<file path="src/rtl/ahfp_pkg.sv">
`default_nettype none
// ============================================================================
// Module   : ahfp_pkg
// Purpose  : IEEE-754 single-precision field widths and constants shared by
//            the ahfp arithmetic blocks.
// Revision : 1.0  initial release
// ============================================================================
package ahfp_pkg;

    localparam int FP32_EXP_W = 8;
    localparam int FP32_MAN_W = 23;
    localparam int FP32_BIAS  = 127;

    typedef struct packed {
        logic                  sign;
        logic [FP32_EXP_W-1:0] exp;
        logic [FP32_MAN_W-1:0] man;
    } fp32_t;

    localparam fp32_t FP32_POS_ZERO = '0;

endpackage
`default_nettype wire

</file>
<file path="src/rtl/ahfp_lzd_n.sv">
`default_nettype none
// ============================================================================
// Module   : ahfp_lzd_n
// Purpose  : Combinational leading-one detector of width W; returns the bit
//            index of the most significant set bit and a non-zero flag.
// Revision : 1.0  initial release
// ============================================================================
module ahfp_lzd_n #(
    parameter int W     = 32,
    parameter int IDX_W = $clog2(W)
) (
    input  wire logic [W-1:0]     i_data,
    output logic      [IDX_W-1:0] o_idx,
    output logic                  o_valid
);

    // Ascending scan: the highest set bit is the last one to write the index.
    always_comb begin
        o_idx   = '0;
        o_valid = 1'b0;
        for (int i = 0; i < W; i++) begin
            if (i_data[i]) begin
                o_idx   = IDX_W'(i);
                o_valid = 1'b1;
            end
        end
    end

endmodule
`default_nettype wire

</file>
<file path="src/rtl/ahfp_fixed_2_float_pipe.sv">
`default_nettype none
// ============================================================================
// Module   : ahfp_fixed_2_float_pipe
// Purpose  : Three-stage valid/ready pipeline converting signed fixed-point
//            (IN_W bits, FRAC_BITS fractional) to IEEE-754 single precision.
//            Define AHFP_F2F_ROUND_NEAREST_EN for round-to-nearest-even;
//            otherwise results truncate toward zero.
// Revision : 1.0  initial release
// ============================================================================
module ahfp_fixed_2_float_pipe
    import ahfp_pkg::*;
#(
    parameter int IN_W      = 32,
    parameter int FRAC_BITS = 29
) (
    input  wire logic            clk,
    input  wire logic            rst,
    input  wire logic            in_valid,
    output logic                 in_ready,
    input  wire logic [IN_W-1:0] in_data,
    output logic                 out_valid,
    input  wire logic            out_ready,
    output logic [31:0]          out_data,
    output logic                 out_inexact
);

    localparam int              c_idx_w    = $clog2(IN_W);
    localparam int              c_frac_w   = IN_W - 1;
    localparam int              c_ext_w    = IN_W + 24;
    localparam logic [FP32_EXP_W-1:0] c_exp_base = FP32_EXP_W'(FP32_BIAS - FRAC_BITS);

    // ------------------------------------------------------------------
    // Stage occupancy and load enables
    // ------------------------------------------------------------------
    logic r_s1_valid, r_s2_valid, r_s3_valid;
    logic w_load1, w_load2, w_load3;

    assign w_load3   = !r_s3_valid || out_ready;
    assign w_load2   = !r_s2_valid || w_load3;
    assign w_load1   = !r_s1_valid || w_load2;
    assign in_ready  = w_load1;
    assign out_valid = r_s3_valid;

    // ------------------------------------------------------------------
    // S1: sign / magnitude. The most-negative input maps to 2^(IN_W-1),
    // which is representable as an unsigned IN_W-bit magnitude.
    // ------------------------------------------------------------------
    logic            r_s1_sign;
    logic [IN_W-1:0] r_s1_mag;
    logic [IN_W-1:0] w_s1_mag;

    assign w_s1_mag = in_data[IN_W-1] ? -in_data : in_data;

    // ------------------------------------------------------------------
    // S2: leading-one position and normalisation. Only the bits below the
    // implicit leading one are kept.
    // ------------------------------------------------------------------
    logic [c_idx_w-1:0]  w_lead_idx;
    logic                w_lead_valid;
    logic [c_idx_w-1:0]  w_shamt;
    logic [c_frac_w-1:0] w_frac;

    ahfp_lzd_n #(
        .W     (IN_W),
        .IDX_W (c_idx_w)
    ) u_lzd (
        .i_data  (r_s1_mag),
        .o_idx   (w_lead_idx),
        .o_valid (w_lead_valid)
    );

    assign w_shamt = c_idx_w'(IN_W - 1) - w_lead_idx;
    assign w_frac  = c_frac_w'(r_s1_mag << w_shamt);

    logic                r_s2_sign;
    logic                r_s2_zero;
    logic [c_idx_w-1:0]  r_s2_p;
    logic [c_frac_w-1:0] r_s2_frac;

    // ------------------------------------------------------------------
    // S3: pack and round. The fraction is padded below so narrow inputs
    // still yield a full 23-bit mantissa plus guard position.
    // ------------------------------------------------------------------
    logic [c_ext_w-1:0]    w_ext;
    logic [FP32_MAN_W-1:0] w_man;
    logic                  w_guard;
    logic                  w_sticky;
    logic                  w_round_up;
    logic [FP32_MAN_W:0]   w_man_sum;
    logic [FP32_EXP_W-1:0] w_exp;
    fp32_t                 w_res;
    logic                  w_inexact;

    assign w_ext    = {r_s2_frac, 25'd0};
    assign w_man    = w_ext[c_ext_w-1 -: FP32_MAN_W];
    assign w_guard  = w_ext[c_ext_w-1-FP32_MAN_W];
    assign w_sticky = |w_ext[c_ext_w-2-FP32_MAN_W:0];
    assign w_exp    = c_exp_base + FP32_EXP_W'(r_s2_p);

`ifdef AHFP_F2F_ROUND_NEAREST_EN
    assign w_round_up = w_guard & (w_sticky | w_man[0]);
`else
    assign w_round_up = 1'b0;
`endif

    // A carry out of the mantissa leaves it all-zero and bumps the exponent.
    assign w_man_sum = {1'b0, w_man} + (FP32_MAN_W + 1)'(w_round_up);

    always_comb begin
        w_res     = FP32_POS_ZERO;
        w_inexact = 1'b0;
        if (!r_s2_zero) begin
            w_res.sign = r_s2_sign;
            w_res.exp  = w_exp + FP32_EXP_W'(w_man_sum[FP32_MAN_W]);
            w_res.man  = w_man_sum[FP32_MAN_W-1:0];
            w_inexact  = w_guard | w_sticky;
        end
    end

    fp32_t r_out;
    logic  r_out_inexact;

    assign out_data    = r_out;
    assign out_inexact = r_out_inexact;

    // ------------------------------------------------------------------
    // Stage registers
    // ------------------------------------------------------------------
    always_ff @(posedge clk) begin
        if (rst) begin
            r_s1_valid    <= 1'b0;
            r_s2_valid    <= 1'b0;
            r_s3_valid    <= 1'b0;
            r_s1_sign     <= 1'b0;
            r_s1_mag      <= '0;
            r_s2_sign     <= 1'b0;
            r_s2_zero     <= 1'b1;
            r_s2_p        <= '0;
            r_s2_frac     <= '0;
            r_out         <= FP32_POS_ZERO;
            r_out_inexact <= 1'b0;
        end else begin
            if (w_load1) begin
                r_s1_valid <= in_valid;
                if (in_valid) begin
                    r_s1_sign <= in_data[IN_W-1];
                    r_s1_mag  <= w_s1_mag;
                end
            end
            if (w_load2) begin
                r_s2_valid <= r_s1_valid;
                if (r_s1_valid) begin
                    r_s2_sign <= r_s1_sign;
                    r_s2_zero <= !w_lead_valid;
                    r_s2_p    <= w_lead_idx;
                    r_s2_frac <= w_frac;
                end
            end
            if (w_load3) begin
                r_s3_valid <= r_s2_valid;
                if (r_s2_valid) begin
                    r_out         <= w_res;
                    r_out_inexact <= w_inexact;
                end
            end
        end
    end

endmodule
`default_nettype wire
</file>
<file path="config.mk">
export PLATFORM = sky130hd
export DESIGN_NAME = ahfp_fixed_2_float_pipe
export DESIGN_NICKNAME = d
export VERILOG_FILES = /design/src/rtl/ahfp_pkg.sv /design/src/rtl/ahfp_lzd_n.sv /design/src/rtl/ahfp_fixed_2_float_pipe.sv
export SDC_FILE = /design/constraint.sdc
export NUM_CORES = 1
export LEC_CHECK = 0
export ABC_AREA = 1
export CAP_MARGIN = 20
export CORE_ASPECT_RATIO = 1.75
export CORE_MARGIN = 2
export CORE_UTILIZATION = 26
export DETAILED_ROUTE_END_ITERATION = 8
export GPL_TIMING_DRIVEN = 0
export PLACE_DENSITY = 0.48
export SYNTH_ARGS = -nofsm -noshare
export SYNTH_HDL_FRONTEND = slang
export SYNTH_SLANG_ARGS = --single-unit
export TNS_END_PERCENT = 50
</file>
<file path="constraint.sdc">
create_clock -name clk -period 3.26 [get_ports clk]
set_input_delay 0.652 -clock clk [delete_from_list [all_inputs] [get_ports clk]]
set_output_delay 0.652 -clock clk [all_outputs]
set_load 0.005 [all_outputs]
</file>
==> results of run 1 <==
==> logic make-up (layout without fill, tap and decap cells) <==
kind of cell | count (synthesis) | count (layout) | synth area share
and+or+nand+nor | 608 | 608 | 0.407
buffers and inverters | 176 | 271 | 0.108
AOI/OAI and AO/OA | 145 | 145 | 0.125
DFF | 107 | 107 | 0.331
xor gates and xnor gates | 19 | 19 | 0.0257
adders and majority gates | 2 | 2 | 0.00386
==> cell usage after synthesis (2+ instances only) <==
cell      instances  area [um2]
o211ai_1          8        60.1
dfxtp_1         107        2140
nor4_1            4        25.0
or2_2             3        18.8
o221ai_1         10        87.6
inv_2             2        7.51
nand4_1           7        43.8
buf_6             2        22.5
nand3_1         209        1050
nand2_1         290        1090
nor3_1           15        75.1
a21oi_1          85         425
o21ai_1           2        10.0
nand2_2           4        25.0
xor2_1           13         114
buf_1             5        18.8
buf_2            10        50.1
xnor2_1           6        52.6
a22oi_1           4        30.0
clkinv_1          3        11.3
a31oi_1           3        18.8
nor2_1           72         270
inv_1           107         402
ha_1              2        25.0
clkbuf_1         46         173
o21ai_0          28         140
==> stage by stage <==
step                      hold slack, ns  worst slack, ns  std cells
after CTS                          0.467           0.0172       1457
after detailed placement           0.456           -0.806       1438
after global placement             0.448           -0.778       1438
after floorplan                    0.438            0.337       1057
final                              0.461           0.0416       1464
after global routing               0.476           -0.262       1464
==> critical path, delay by kind of cell (launching register included) <==
family        cells  cell delay, ns
simple gates     36            2.37
buf+inv           4            0.39
flops             1            0.36
==> layer usage <==
metal | vias to the layer above | wire length (um)
met2 | 168 | 14200
met4 | 0 | 1680
met1 | 3329 | 8880
met3 | 78 | 620
li1 | 3651 | -
met5 | - | 0
==> state kept, by name (all words and copies together), names as in the netlist <==
register,flops
r_s2_zero,1
out_inexact,1
r_s2_frac,31
r_s1_valid,1
r_s2_valid,1
out_valid,1
r_s1_sign,1
out_data,32
r_s2_sign,1
r_s1_mag,32
r_s2_p,5
==> area by class of cell <==
cell class	instances	share of cell area
timing repair buffer	79	0.0910
inverter	112	0.0480
tap	312	0.0442
multi-input combinational	774	0.499
buffer	64	0.0355
sequential	107	0.244
clock inverter	6	0.0109
clock buffer	10	0.0270
==> worst paths after layout <==
kind                               startpoint            end  slack [ns]  depth (start not counted)
worst max-delay path              r_s1_mag[2]  r_s2_frac[28]        0.04                         40
worst min-delay path            r_s2_frac[30]   out_data[22]        0.46                          2
worst max register to register    r_s1_mag[2]  r_s2_frac[28]        0.04                         40
worst min register to register  r_s2_frac[30]   out_data[22]        0.46                          2
==> power groups by stage <==
stage | combinational (mW) | clock (mW) | sequential, mW
floorplan | 0.810 | 0 | 1.46
global placement | 1.20 | 0 | 1.48
detailed placement | 1.20 | 0 | 1.48
CTS | 1.22 | 1.29 | 1.45
global route | 1.69 | 1.33 | 1.46
finish | 1.54 | 1.24 | 1.45
==> what timing repair did <==
action	CTS	global route
gates cloned	0	2
pin swaps	5	46
endpoints found under the setup margin	33	38
resized for setup	27	167
hold buffers	0	0
setup buffers	3	5
==> out/metrics.yaml, run 1 <==
power_frac_clock: 0.293
critPathRequiredTime_ns: 3.54
p_int_mw: 2.61
gp_congestion: 0.957
yosys_warnings: 0
p_sw_frac: 0.385
grt_pass1_vias: 7059
critical-path-max-stage-delay_ns: 0.36
clock_path_buffers: 2
fin_crit_sh: 0.987
syn-cell-area_mm2: 0.00648
ir_drop_uv: 291
powerDensity_mw_per_mm2: 479
final_common_cell: "nand2_1"
overflow: 0
rsz0062_at_grt: "true"
initial_core_util: 0.264
ys.flop_type: "dfxtp_1"
dr.pass1.iters: 5
final_antenna_net_count: 0
grtUsageTotal: 0.196
syn_nets: 1095
met3_usage: 0.0259
fin_nets: 1185
pwr-share-comb: 0.364
die-area_mm2: 0.0263
multi_input_area_mm2: 0.00441
synth_cells: 1057
seqCellArea_mm2: 0.00216
cts_tree: "built"
port_buffers: 69
busiest_layer: "met2"
grt_start_max_net_pins: 19
ys_types: 36
path_max_fanout: 6
hold_violations: 0
syn2layout_area_growth_pct: 36.4
fillers: 2772
io_pins: 71
core_mm2: 0.0245
slew_violations: 0
finish.instance_area_mm2: 0.00884
totalPowerFinal_mw: 4.24
routedWlPerCell_um: 17.3
vias: 7226
critical_path.slowest_cell: "dfxtp_4"
seq_area_frac_synth: 0.331
via_per_inst: 4.94
dieWidth_um: 123
fin_skew_ns: 0.00865
slew_headroom: 0.390
insertion_delay_ns: 0.38
grt_pass1_wl_um: 38800
fin_util: 0.360
place_area_mm2: 0.00756
min_path_type: "reg -> reg"
layout_min_cycle_time_ns: 3.22
remaining_drc_errors: 0
critical_path_class: "reg -> reg"
antenna_found_initial: 0
clkSinkCount: 107
dp_hpwl_um: 20500
synth_edf_count: 0
p_leak_nw: 3.69
end_kind: "flip-flop"
grt_util_met1: 0.188
avgSynthCellArea_um2: 6.13
setup_viol: 0
status: "complete, no violations"
numCtsBuffers: 9
layout_common_cells: "nand2_1, nand3_1, inv_1"
fmax_mhz: 311
max_cap_violations: 0
worst_pin_slew_ns: 0.915
yosys_register_bits: 107
cp_data_arrival_time_ns: 3.50
clkTransAtPathRegs_ns: 0.08
fin_tns_setup_ns: 0
htreeDepth: 3
die_h_um: 213
rows: 76
wirelength_um: 25400
cts-root-buf: "clkbuf_16"
start_kind: "flip-flop"
seqPwrFrac: 0.342
use_met2: 0.382
n_antenna_cell: 0
drive_gt1_frac: 0.153
async_flop_share: 0
drt_iter0_markers: 382
switching_power_mw: 1.63
cp_common_cell: "nand2_1"
Note: power is estimated with default switching activity, not from simulation.
==> inputs of run 2 (changes only) <==
--- a/config.mk
+++ b/config.mk
@@ -6,6 +6,7 @@
 export NUM_CORES = 1
 export LEC_CHECK = 0
 export ABC_AREA = 1
+export ABC_CLOCK_PERIOD_IN_PS = 3260
 export CAP_MARGIN = 20
 export CORE_ASPECT_RATIO = 1.75
 export CORE_MARGIN = 2
==> results of run 2 <==
No change in the layout: final DEF, timing and power equal those of run 1.
==> inputs of run 3 (changes only) <==
--- a/config.mk
+++ b/config.mk
@@ -6,7 +6,7 @@
 export NUM_CORES = 1
 export LEC_CHECK = 0
 export ABC_AREA = 1
-export ABC_CLOCK_PERIOD_IN_PS = 3260
+export ABC_CLOCK_PERIOD_IN_PS = 3500
 export CAP_MARGIN = 20
 export CORE_ASPECT_RATIO = 1.75
 export CORE_MARGIN = 2
==> constraint.sdc (replaced) <==
create_clock -name clk -period 3.5 [get_ports clk]
set_input_delay 0.7 -clock clk [delete_from_list [all_inputs] [get_ports clk]]
set_output_delay 0.7 -clock clk [all_outputs]
set_load 0.005 [all_outputs]
==> run 3 against run 2 <==
Effect of this change:
- design area is 8.6% lower
- clock power is 6% lower
- sequential cell count stayed put
- die area stayed put
- critical path depth is 17 lower
- sequential share of layout area is 2.2 points higher
- non-clock buffer count is 8 lower
- maximum frequency is 1.0% lower
- via count is 1.5% lower
- sequential power is 7% lower
==> out/metrics.yaml, run 3 (same netlist as run 1, synthesis figures left out) <==
core_mm2: 0.0245  # unchanged
dr.pass1.iters: 5  # unchanged
final_cells: 1456  # -0.55%
grtUsageTotal: 0.196  # -0.000220
vias: 7119  # -1.5%
critical_path.slowest_cell: "clkbuf_1"
clkTransAtPathRegs_ns: 0.08  # about the same
rsz0062_at_grt: "true"
fillers: 2847  # +2.7%
dpl.cell_count: 1438  # unchanged
routedWlPerCell_um: 16.9  # -2.3%
hold_slack_ns: 0.461  # +0.000148 ns
cts_tree: "built"
powerDensity_mw_per_mm2: 454  # -5.3%
cp_data_arrival_time_ns: 3.53  # +0.03 ns
ir_drop_uv: 261  # -10%
numCtsBuffers: 9  # unchanged
syn2layout_area_growth_pct: 24.7
cts-root-buf: "clkbuf_16"
grt_pass1_wl_um: 38800  # -0.20%
path_cells: "nor2_1, nor3_1, o31ai_1, nand2_1, nand2_1, nand2_1, nand2_1, nand2_1, nand2_1, nand2_1, nand2_1, nand2_1, nand3_1, nand2_1, clkinv_1, clkbuf_1, nand3_1, nand3_1, nand3_1, nand3_1, nand3_1, nand2_1, inv_1"
hold_violations: 0  # unchanged
wirelength_um: 24700  # -2.8%
overflow: 0  # unchanged
die-area_mm2: 0.0263  # unchanged
clock_path_buffers: 2  # unchanged
ff2ff_setup_slack_ns: 0.25  # +0.21 ns
layout_common_cells: "nand2_1, nand3_1, inv_1"
worst_pin_slew_ns: 0.798  # -0.117 ns
fin_crit_sh: 0.929  # -0.0582
critical_path_class: "reg -> reg"
fmax_mhz: 308  # -1.0%
holdBufCountCts: 0  # unchanged
cp_common_cell: "nand2_1"
dieWidth_um: 123  # unchanged
initial_core_util: 0.264  # unchanged
fin_util: 0.329  # -0.0310
status: "complete, no violations"
p_leak_nw: 3.42  # -7.3%
grt_start_max_net_pins: 19  # unchanged
remaining_drc_errors: 0  # unchanged
critPathRequiredTime_ns: 3.78  # +0.24 ns
dp_hpwl_um: 20500  # unchanged
drt_iter0_markers: 389  # +1.8%
via_per_inst: 4.89  # -0.94%
io_pins: 71  # unchanged
min_path_type: "reg -> reg"
gp_congestion: 0.957  # unchanged
start_kind: "flip-flop"
antenna_found_initial: 0  # unchanged
clkSinkCount: 107  # unchanged
insertion_delay_ns: 0.38  # about the same
port_buffers: 69  # unchanged
max_cap_violations: 0  # unchanged
end_kind: "flip-flop"
grt_pass1_vias: 7059  # unchanged
critical-path-max-stage-delay_ns: 0.45  # +0.09 ns
setup_viol: 0  # unchanged
fin_nets: 1177  # -0.68%
rows: 76  # unchanged
final_common_cell: "nand2_1"
layout_min_cycle_time_ns: 3.25  # +0.0331 ns
n_antenna_cell: 0  # unchanged
htreeDepth: 3  # unchanged
path_max_fanout: 10  # +4
slew_violations: 0  # unchanged
final_antenna_net_count: 0  # unchanged
fin_skew_ns: 0.00805  # -0.000601 ns
drive_gt1_frac: 0.0708  # -0.0820
slew_headroom: 0.468  # +0.0782
die_h_um: 213  # unchanged
run 3: cell types whose count changed in the layout (fill, tap and decap cells not counted), moves of 5 or more:
cell and change:
nand3_4 -28, nand3_2 -28, o21ai_1 +5, buf_4 -7
nand2_2 -5, nand2_1 +13, nand3_1 +56, nand2_4 -6
run 3: per-layer routing:
metal  vias to the layer above  wire, um  track usage
met4                         0      1590        0.132
met2                       173     13600        0.378
met5                         -         0            0
met1                      3241      8810        0.187
met3                        75       656       0.0227
li1                       3630         -            -
run 3: where the power goes:
group / leakage (nW) / switching [mW] / internal, mW
combinational: 2.39 / 0.796 / 0.370
sequential: 0.877 / 0.0604 / 1.29
clock: 0.161 / 0.502 / 0.654
run 3: timing repair:
item                       4_1_cts  5_1_grt
setup buffers                    0        2
pin swaps                        0        6
resized for setup                3       44
setup endpoints to repair        7       38
gates cloned                     0        0
run 3: stage by stage:
step | setup TNS (ns) | total power [mW] | instance area (um2) | setup slack, ns
5_1_grt | -0.344 | 3.90 | 8080 | -0.112
2_1_floorplan | 0 | 2.11 | 6480 | 0.529
6_report | 0 | 3.67 | 8080 | 0.248
4_1_cts | 0 | 3.67 | 7910 | 0.00542
3_3_place_gp | -3.88 | 2.50 | 7560 | -0.586
3_5_place_dp | -3.84 | 2.49 | 7560 | -0.614
run 3: worst paths after layout:
kind | end | cells past startpoint | from
setup / recovery | r_s2_frac[27] | 23 | r_s1_mag[2]
hold / removal | out_data[6] | 2 | r_s2_frac[14]
setup reg to reg | r_s2_frac[27] | 23 | r_s1_mag[2]
hold reg to reg | out_data[6] | 2 | r_s2_frac[14]
run 3: final cells by class:
cell class / instances / area (um2) / area share
repair buffers: 71 / 716 / 0.0886
clock inverters: 6 / 96.3 / 0.0119
plain buffers: 64 / 282 / 0.0348
multi-input cells: 774 / 3780 / 0.468
flip-flops and latches: 107 / 2150 / 0.266
clock buffers: 10 / 239 / 0.0296
inverters: 112 / 420 / 0.0520
well taps: 312 / 390 / 0.0483
run 3: worst max-delay path: cells and delay by family (launching register included):
kind / cells / cell delay [ns]
buffers and inverters: 3 / 0.73
flip-flops: 1 / 0.35
AO/OA/AOI/OAI: 1 / 0.25
AND/OR/NAND/NOR: 19 / 1.81
